<file path="config.mk">
export PLATFORM = sky130hd
export DESIGN_NAME = riscv_alu_issue
export DESIGN_NICKNAME = d
export VERILOG_FILES = /design/src/rtl/riscv_alu_issue.sv
export SDC_FILE = /design/constraint.sdc
export NUM_CORES = 1
export LEC_CHECK = 0
export BUFFER_PORTS_ARGS = -buffer_cell sky130_fd_sc_hd__buf_2
export CAP_MARGIN = 20
export CELL_PAD_IN_SITES_DETAIL_PLACEMENT = 1
export CELL_PAD_IN_SITES_GLOBAL_PLACEMENT = 2
export CORE_ASPECT_RATIO = 1.1
export CORE_MARGIN = 2
export CORE_UTILIZATION = 23
export CTS_CLUSTER_DIAMETER = 120
export DETAILED_ROUTE_END_ITERATION = 16
export GPL_ROUTABILITY_DRIVEN = 0
export PLACE_DENSITY = 0.81
export RECOVER_POWER = 100
export SYNTH_ARGS = -nofsm -noshare
export SYNTH_HDL_FRONTEND = slang
export SYNTH_SLANG_ARGS = --single-unit
</file>
<file path="constraint.sdc">
create_clock -name clk_i -period 1.46 [get_ports clk_i]
set_input_delay 0 -clock clk_i [delete_from_list [all_inputs] [get_ports clk_i]]
set_output_delay 0 -clock clk_i [all_outputs]
set_load 0.005 [all_outputs]
</file>
<file path="src/rtl/riscv_alu_issue.sv">
// ---------------------------------------------------------------------------
// riscv_alu_issue
//   Decodes RV32I integer instructions (OP, OP-IMM, LUI, AUIPC) into an ALU
//   op-code plus operand pair. The decoded operation is presented to an
//   external combinational ALU from a registered issue stage. The ALU result
//   is captured into a registered writeback stage. The two stages form a
//   valid/ready pipeline: 1 instruction/cycle when the consumer is ready,
//   and at most 2 instructions held under backpressure.
//
// Ports
//   clk_i, rst_i         clock, synchronous active-high reset
//   flush_i              discard every in-flight instruction
//   in_valid_i/ready_o   input handshake (instruction, pc, rs1/rs2 values)
//   in_opcode_i          32-bit instruction word
//   in_pc_i              instruction PC
//   in_ra_value_i        rs1 value
//   in_rb_value_i        rs2 value
//   alu_op_o/a_o/b_o     registered ALU request from the issue stage
//   alu_p_i              combinational ALU result for alu_op_o/a_o/b_o
//   wb_valid_o/ready_i   writeback handshake
//   wb_rd_o, wb_we_o     destination register and its write enable
//   wb_value_o, wb_pc_o  result value and PC of the retiring instruction
//   wb_illegal_o         instruction was not decodable by this block
// ---------------------------------------------------------------------------
module riscv_alu_issue #(
    parameter bit SUPPORT_LUI_AUIPC = 1'b1
) (
    input  logic        clk_i,
    input  logic        rst_i,
    input  logic        flush_i,

    input  logic        in_valid_i,
    output logic        in_ready_o,
    input  logic [31:0] in_opcode_i,
    input  logic [31:0] in_pc_i,
    input  logic [31:0] in_ra_value_i,
    input  logic [31:0] in_rb_value_i,

    output logic [3:0]  alu_op_o,
    output logic [31:0] alu_a_o,
    output logic [31:0] alu_b_o,
    input  logic [31:0] alu_p_i,

    output logic        wb_valid_o,
    input  logic        wb_ready_i,
    output logic [4:0]  wb_rd_o,
    output logic        wb_we_o,
    output logic [31:0] wb_value_o,
    output logic [31:0] wb_pc_o,
    output logic        wb_illegal_o
);

    // ALU op-code encodings shared with the ALU (riscv_defs ALU_*).
    typedef enum logic [3:0] {
        ALU_NONE             = 4'b0000,
        ALU_SHIFTL           = 4'b0001,
        ALU_SHIFTR           = 4'b0010,
        ALU_SHIFTR_ARITH     = 4'b0011,
        ALU_ADD              = 4'b0100,
        ALU_SUB              = 4'b0110,
        ALU_AND              = 4'b0111,
        ALU_OR               = 4'b1000,
        ALU_XOR              = 4'b1001,
        ALU_LESS_THAN        = 4'b1010,
        ALU_LESS_THAN_SIGNED = 4'b1011
    } alu_op_t;

    // Major opcodes handled by this block.
    typedef enum logic [6:0] {
        OPC_OP     = 7'b0110011,
        OPC_OP_IMM = 7'b0010011,
        OPC_LUI    = 7'b0110111,
        OPC_AUIPC  = 7'b0010111
    } opcode_t;

    localparam logic [6:0] FUNCT7_BASE = 7'b0000000;
    localparam logic [6:0] FUNCT7_ALT  = 7'b0100000;

    // -----------------------------------------------------------------------
    // Instruction fields
    // -----------------------------------------------------------------------
    logic [2:0]  funct3;
    logic [6:0]  funct7;
    logic [4:0]  rd_field;
    logic [31:0] imm_i;
    logic [31:0] imm_u;
    logic [31:0] imm_shamt;

    assign funct3    = in_opcode_i[14:12];
    assign funct7    = in_opcode_i[31:25];
    assign rd_field  = in_opcode_i[11:7];
    assign imm_i     = {{20{in_opcode_i[31]}}, in_opcode_i[31:20]};
    assign imm_u     = {in_opcode_i[31:12], 12'b0};
    assign imm_shamt = {27'b0, in_opcode_i[24:20]};

    // -----------------------------------------------------------------------
    // Decode
    // -----------------------------------------------------------------------
    alu_op_t     dec_op;
    logic [31:0] dec_a;
    logic [31:0] dec_b;
    logic        dec_illegal;
    logic        dec_we;

    always_comb begin
        dec_op      = ALU_NONE;
        dec_a       = '0;
        dec_b       = '0;
        dec_illegal = 1'b0;

        case (opcode_t'(in_opcode_i[6:0]))
            OPC_OP: begin
                dec_a = in_ra_value_i;
                dec_b = in_rb_value_i;
                if (funct7 == FUNCT7_BASE) begin
                    case (funct3)
                        3'b000:  dec_op = ALU_ADD;
                        3'b001:  dec_op = ALU_SHIFTL;
                        3'b010:  dec_op = ALU_LESS_THAN_SIGNED;
                        3'b011:  dec_op = ALU_LESS_THAN;
                        3'b100:  dec_op = ALU_XOR;
                        3'b101:  dec_op = ALU_SHIFTR;
                        3'b110:  dec_op = ALU_OR;
                        default: dec_op = ALU_AND;
                    endcase
                end else if (funct7 == FUNCT7_ALT && funct3 == 3'b000) begin
                    dec_op = ALU_SUB;
                end else if (funct7 == FUNCT7_ALT && funct3 == 3'b101) begin
                    dec_op = ALU_SHIFTR_ARITH;
                end else begin
                    dec_illegal = 1'b1;
                end
            end

            OPC_OP_IMM: begin
                dec_a = in_ra_value_i;
                dec_b = imm_i;
                case (funct3)
                    3'b000:  dec_op = ALU_ADD;
                    3'b010:  dec_op = ALU_LESS_THAN_SIGNED;
                    3'b011:  dec_op = ALU_LESS_THAN;
                    3'b100:  dec_op = ALU_XOR;
                    3'b110:  dec_op = ALU_OR;
                    3'b111:  dec_op = ALU_AND;
                    3'b001: begin
                        dec_b = imm_shamt;
                        if (funct7 == FUNCT7_BASE)
                            dec_op = ALU_SHIFTL;
                        else
                            dec_illegal = 1'b1;
                    end
                    default: begin
                        // 3'b101: funct7 picks logical vs arithmetic shift.
                        dec_b = imm_shamt;
                        if (funct7 == FUNCT7_BASE)
                            dec_op = ALU_SHIFTR;
                        else if (funct7 == FUNCT7_ALT)
                            dec_op = ALU_SHIFTR_ARITH;
                        else
                            dec_illegal = 1'b1;
                    end
                endcase
            end

            OPC_LUI: begin
                if (SUPPORT_LUI_AUIPC) begin
                    dec_op = ALU_ADD;
                    dec_a  = '0;
                    dec_b  = imm_u;
                end else begin
                    dec_illegal = 1'b1;
                end
            end

            OPC_AUIPC: begin
                if (SUPPORT_LUI_AUIPC) begin
                    dec_op = ALU_ADD;
                    dec_a  = in_pc_i;
                    dec_b  = imm_u;
                end else begin
                    dec_illegal = 1'b1;
                end
            end

            default: dec_illegal = 1'b1;
        endcase

        // Illegal instructions always present ALU_NONE to the ALU.
        if (dec_illegal)
            dec_op = ALU_NONE;
    end

    // Results for rd=x0 are still computed, just never written.
    assign dec_we = !dec_illegal && (rd_field != 5'd0);

    // -----------------------------------------------------------------------
    // Handshakes
    // -----------------------------------------------------------------------
    logic    issue_valid;
    alu_op_t issue_op;
    logic [31:0] issue_a;
    logic [31:0] issue_b;
    logic [4:0]  issue_rd;
    logic        issue_we;
    logic [31:0] issue_pc;
    logic        issue_illegal;

    logic wb_adv;
    logic in_fire;

    assign wb_adv     = !wb_valid_o || wb_ready_i;
    assign in_ready_o = !issue_valid || wb_adv;
    assign in_fire    = in_valid_i && in_ready_o;

    // -----------------------------------------------------------------------
    // Issue and writeback stages
    // -----------------------------------------------------------------------
    always_ff @(posedge clk_i) begin
        if (rst_i) begin
            issue_valid   <= 1'b0;
            issue_op      <= ALU_NONE;
            issue_a       <= '0;
            issue_b       <= '0;
            issue_rd      <= '0;
            issue_we      <= 1'b0;
            issue_pc      <= '0;
            issue_illegal <= 1'b0;
            wb_valid_o    <= 1'b0;
            wb_rd_o       <= '0;
            wb_we_o       <= 1'b0;
            wb_value_o    <= '0;
            wb_pc_o       <= '0;
            wb_illegal_o  <= 1'b0;
        end else if (flush_i) begin
            // A handshake in the same cycle is dropped along with the rest.
            issue_valid <= 1'b0;
            wb_valid_o  <= 1'b0;
        end else begin
            if (in_fire) begin
                issue_valid   <= 1'b1;
                issue_op      <= dec_op;
                issue_a       <= dec_a;
                issue_b       <= dec_b;
                issue_rd      <= rd_field;
                issue_we      <= dec_we;
                issue_pc      <= in_pc_i;
                issue_illegal <= dec_illegal;
            end else if (wb_adv) begin
                issue_valid <= 1'b0;
            end

            // Data fields only load with a real instruction, so a held
            // writeback entry never changes under backpressure.
            if (wb_adv) begin
                wb_valid_o <= issue_valid;
                if (issue_valid) begin
                    wb_rd_o      <= issue_rd;
                    wb_we_o      <= issue_we;
                    wb_value_o   <= alu_p_i;
                    wb_pc_o      <= issue_pc;
                    wb_illegal_o <= issue_illegal;
                end
            end
        end
    end

    assign alu_op_o = issue_op;
    assign alu_a_o  = issue_a;
    assign alu_b_o  = issue_b;

endmodule
</file>
==> reports/results.tsv <==
metric	value	unit
Clock Skew	10.58	ps
Syn Area/Cell	8.079	sq um
total track usage	17.78	%
nets@finish	1525	
post-DR vias/cell	4.549	
clk root buf	clkbuf_16	
Die H	191.1	um
Synth Area in XOR/XNOR	0.2393	%
Syn Nets	1071	
CP arrival	1940	ps
fin. max-slew vios	0	
commonest non-fill, non-tap cells in the layout	nand2_1 (242), buf_2 (191), dfxtp_1 (178)	
total wire length	33.32	mm
Fmax achieved	632.1	MHz
WS Path Type	in2reg	
failing checks	setup timing	
post-synthesis mux area share	0.9060	%
crit-path cells	dlygate4sd3_1 -> buf_2 -> nand3b_1 -> buf_4 -> and3b_2 -> nor2_4 -> clkbuf_16 -> nand2_2 -> o21ai_2	
Worst-path clk slew	70	ps
WP data required	1820	ps
max_cap viols	0	
hpwl dp	19.11	mm
drt first pass iters	4	
Worst-Skew Late Latency	430	ps
Yosys reg bits	180	
register area	3606	sq um
Mapped Area	7320	sq um
first-pass GRT wire length	46.51	mm
Total Die Area	33270	sq um
post-route ant nets	0	
Peak VDD IR	0.6820	mV
Critical Path Slowest Stage Cell	dlygate4sd3_1	
Final Hold Viols	0	
grt ovf	0	
Tcrit/Tclk final	108.4	%
CTS sink cnt	180	
Area growth, synth to finish	66.89	%
DR iter-0 viols	320	
vias in the first global route	8442	
EDFF count, synth	0	
yosys synthesis warning count	0	
CTS tree	done	
setup ws final	-122.0	ps
H-tree depth	4	
simple-gate share of the synthesized area	19.78	%
largest net degree at the start of global routing	85	
final setup violation count	137	
CP max stage delay	570	ps
ys async rst share	0	%
initial core utilization	23.31	%
Tmin final	1582	ps
commonest non-fill, non-tap cell in the layout	nand2_1	
Gate Count Post-Synth	906	
# port buffers	305	
Routed WL per cell	18.59	um
Rel. slew slack	70.53	%
Worst setup EP type	flop	
FILL cells	3752	
clock tree buffer depth	2	
Pleak	4.910	nW
reg2reg path depth	7	
die width	174.1	um
Critical Path Start Type	primary input	
Power per Cell Area	956.8	nW/um^2
Synth Flop Type	dfxtp_1	
Post-Synth Adder-Cell Area	0	%
sequential fraction of the synthesis area	49.23	%
Fin Setup TNS	-6869	ps
Hold Path Class	in2reg	
Core Box Area	31400	sq um
vias	8151	
initial antenna violation count	2	
largest family of logic cells by synthesized area	compound AO/OA/AOI/OAI gates	
layout cells sized above 1	30.29	%
Pwr Total	11.69	mW
peak fanout along the critical path	7	
Synth Area in Compound Gates	23.49	%
cell row count	68	
Cell variety after synth	48	
CTS buffer count	17	
status	finished, violations left	
num ports	306	
worst slew pin tran	435.9	ps
Hold Path Depth	5	
RSZ-0062 raised after global routing	yes	
DRC Markers	0	
area of the multi-input gates	3581	sq um
## kinds of logic after synthesis
kind of cell / after synthesis
xor gates and xnor gates: 2
buffers and inverters: 110
DFF: 180
AOI/OAI and AO/OA: 252
and+or+nand+nor: 356
muxes: 6
## per-layer routing
metal / vias up / GRT usage, % / part of all wire (%)
li1: 3972 / - / -
met1: 3890 / 20.80 / 43
met2: 246 / 31.49 / 49
met3: 43 / 4.276 / 4.9
met4: 0 / 6.723 / 2.5
met5: - / 0 / 0
## sequential cells by signal (all words and copies together), names as in the netlist, 4 cells and up
name,count
alu_a_o,32
alu_b_o,32
issue_pc,32
wb_pc_o,32
wb_value_o,32
issue_rd,5
wb_rd_o,5
alu_op_o,4
## power by group
part           switching, mW  internal, mW
clock                   2.04          3.11
combinational          0.747         0.770
sequential            0.0410          4.99
total                   2.82          8.86
## worst paths after layout
kind            endpoint  slack (ps)              start
max          alu_b_o[17]        -120         wb_ready_i
min          alu_a_o[17]           5  in_ra_value_i[17]
max reg2reg  alu_b_o[17]        -110        issue_valid
min reg2reg  wb_pc_o[21]         450       issue_pc[21]
## timing repair
action                                  in CTS  in global routing
pin swaps                                    1                 26
cloned                                       0                 19
endpoints found under the setup margin      93                151
hold buffers                               139                  0
resized for setup                            8                 92
hold endpoints to repair                   119                  0
buffers inserted                             2                 11
## layout make-up
class	instances	share of cell area, %
antenna	2	0.04097
clock buffer	20	3.739
clock inverter	9	1.465
inverter	34	1.045
multi-input combinational	616	29.31
sequential	180	29.52
tap	420	4.302
timing repair buffer	511	30.57
## cell usage after synthesis (2+ instances only)
cell type	count	area (sq um)
a211oi_1	2	15.01
a21o_1	2	15.01
a21oi_1	112	560.5
a221oi_2	19	285.3
a22oi_1	45	337.8
and2_1	2	12.51
and3_1	2	12.51
buf_1	3	11.26
buf_2	12	60.06
buf_6	5	56.30
clkbuf_1	56	210.2
dfxtp_1	180	3603
inv_1	34	127.6
mux2_2	5	56.30
nand2_1	279	1047
nand3b_1	2	15.01
nor2_1	49	183.9
nor2b_1	3	18.77
nor3_1	5	25.02
nor4b_1	2	17.52
o21ai_0	9	45.04
o21ai_1	2	10.01
o21ai_2	20	175.2
o22ai_1	32	200.2
## critical path, delay by kind of cell
kind	cells	cell delay, ps
and+or+nand+nor	4	770
AOI/OAI and AO/OA	1	50
buffers and inverters	4	1130
## metrics by stage
step,setup slack [ps],utilization [%],instances,cell area [sq um],hold WS [ps]
floorplan,-35.24,-,906,7361,71.84
global placement,-152.1,30.24,1591,9493,241.7
detailed placement,-203.2,30.24,1591,9493,250.8
CTS,-45.79,36.79,1761,11550,2.160
global route,-154.4,38.91,1792,12220,26.49
finish,-122.0,38.91,1792,12220,5.441
(Power assumes the default switching activity.)
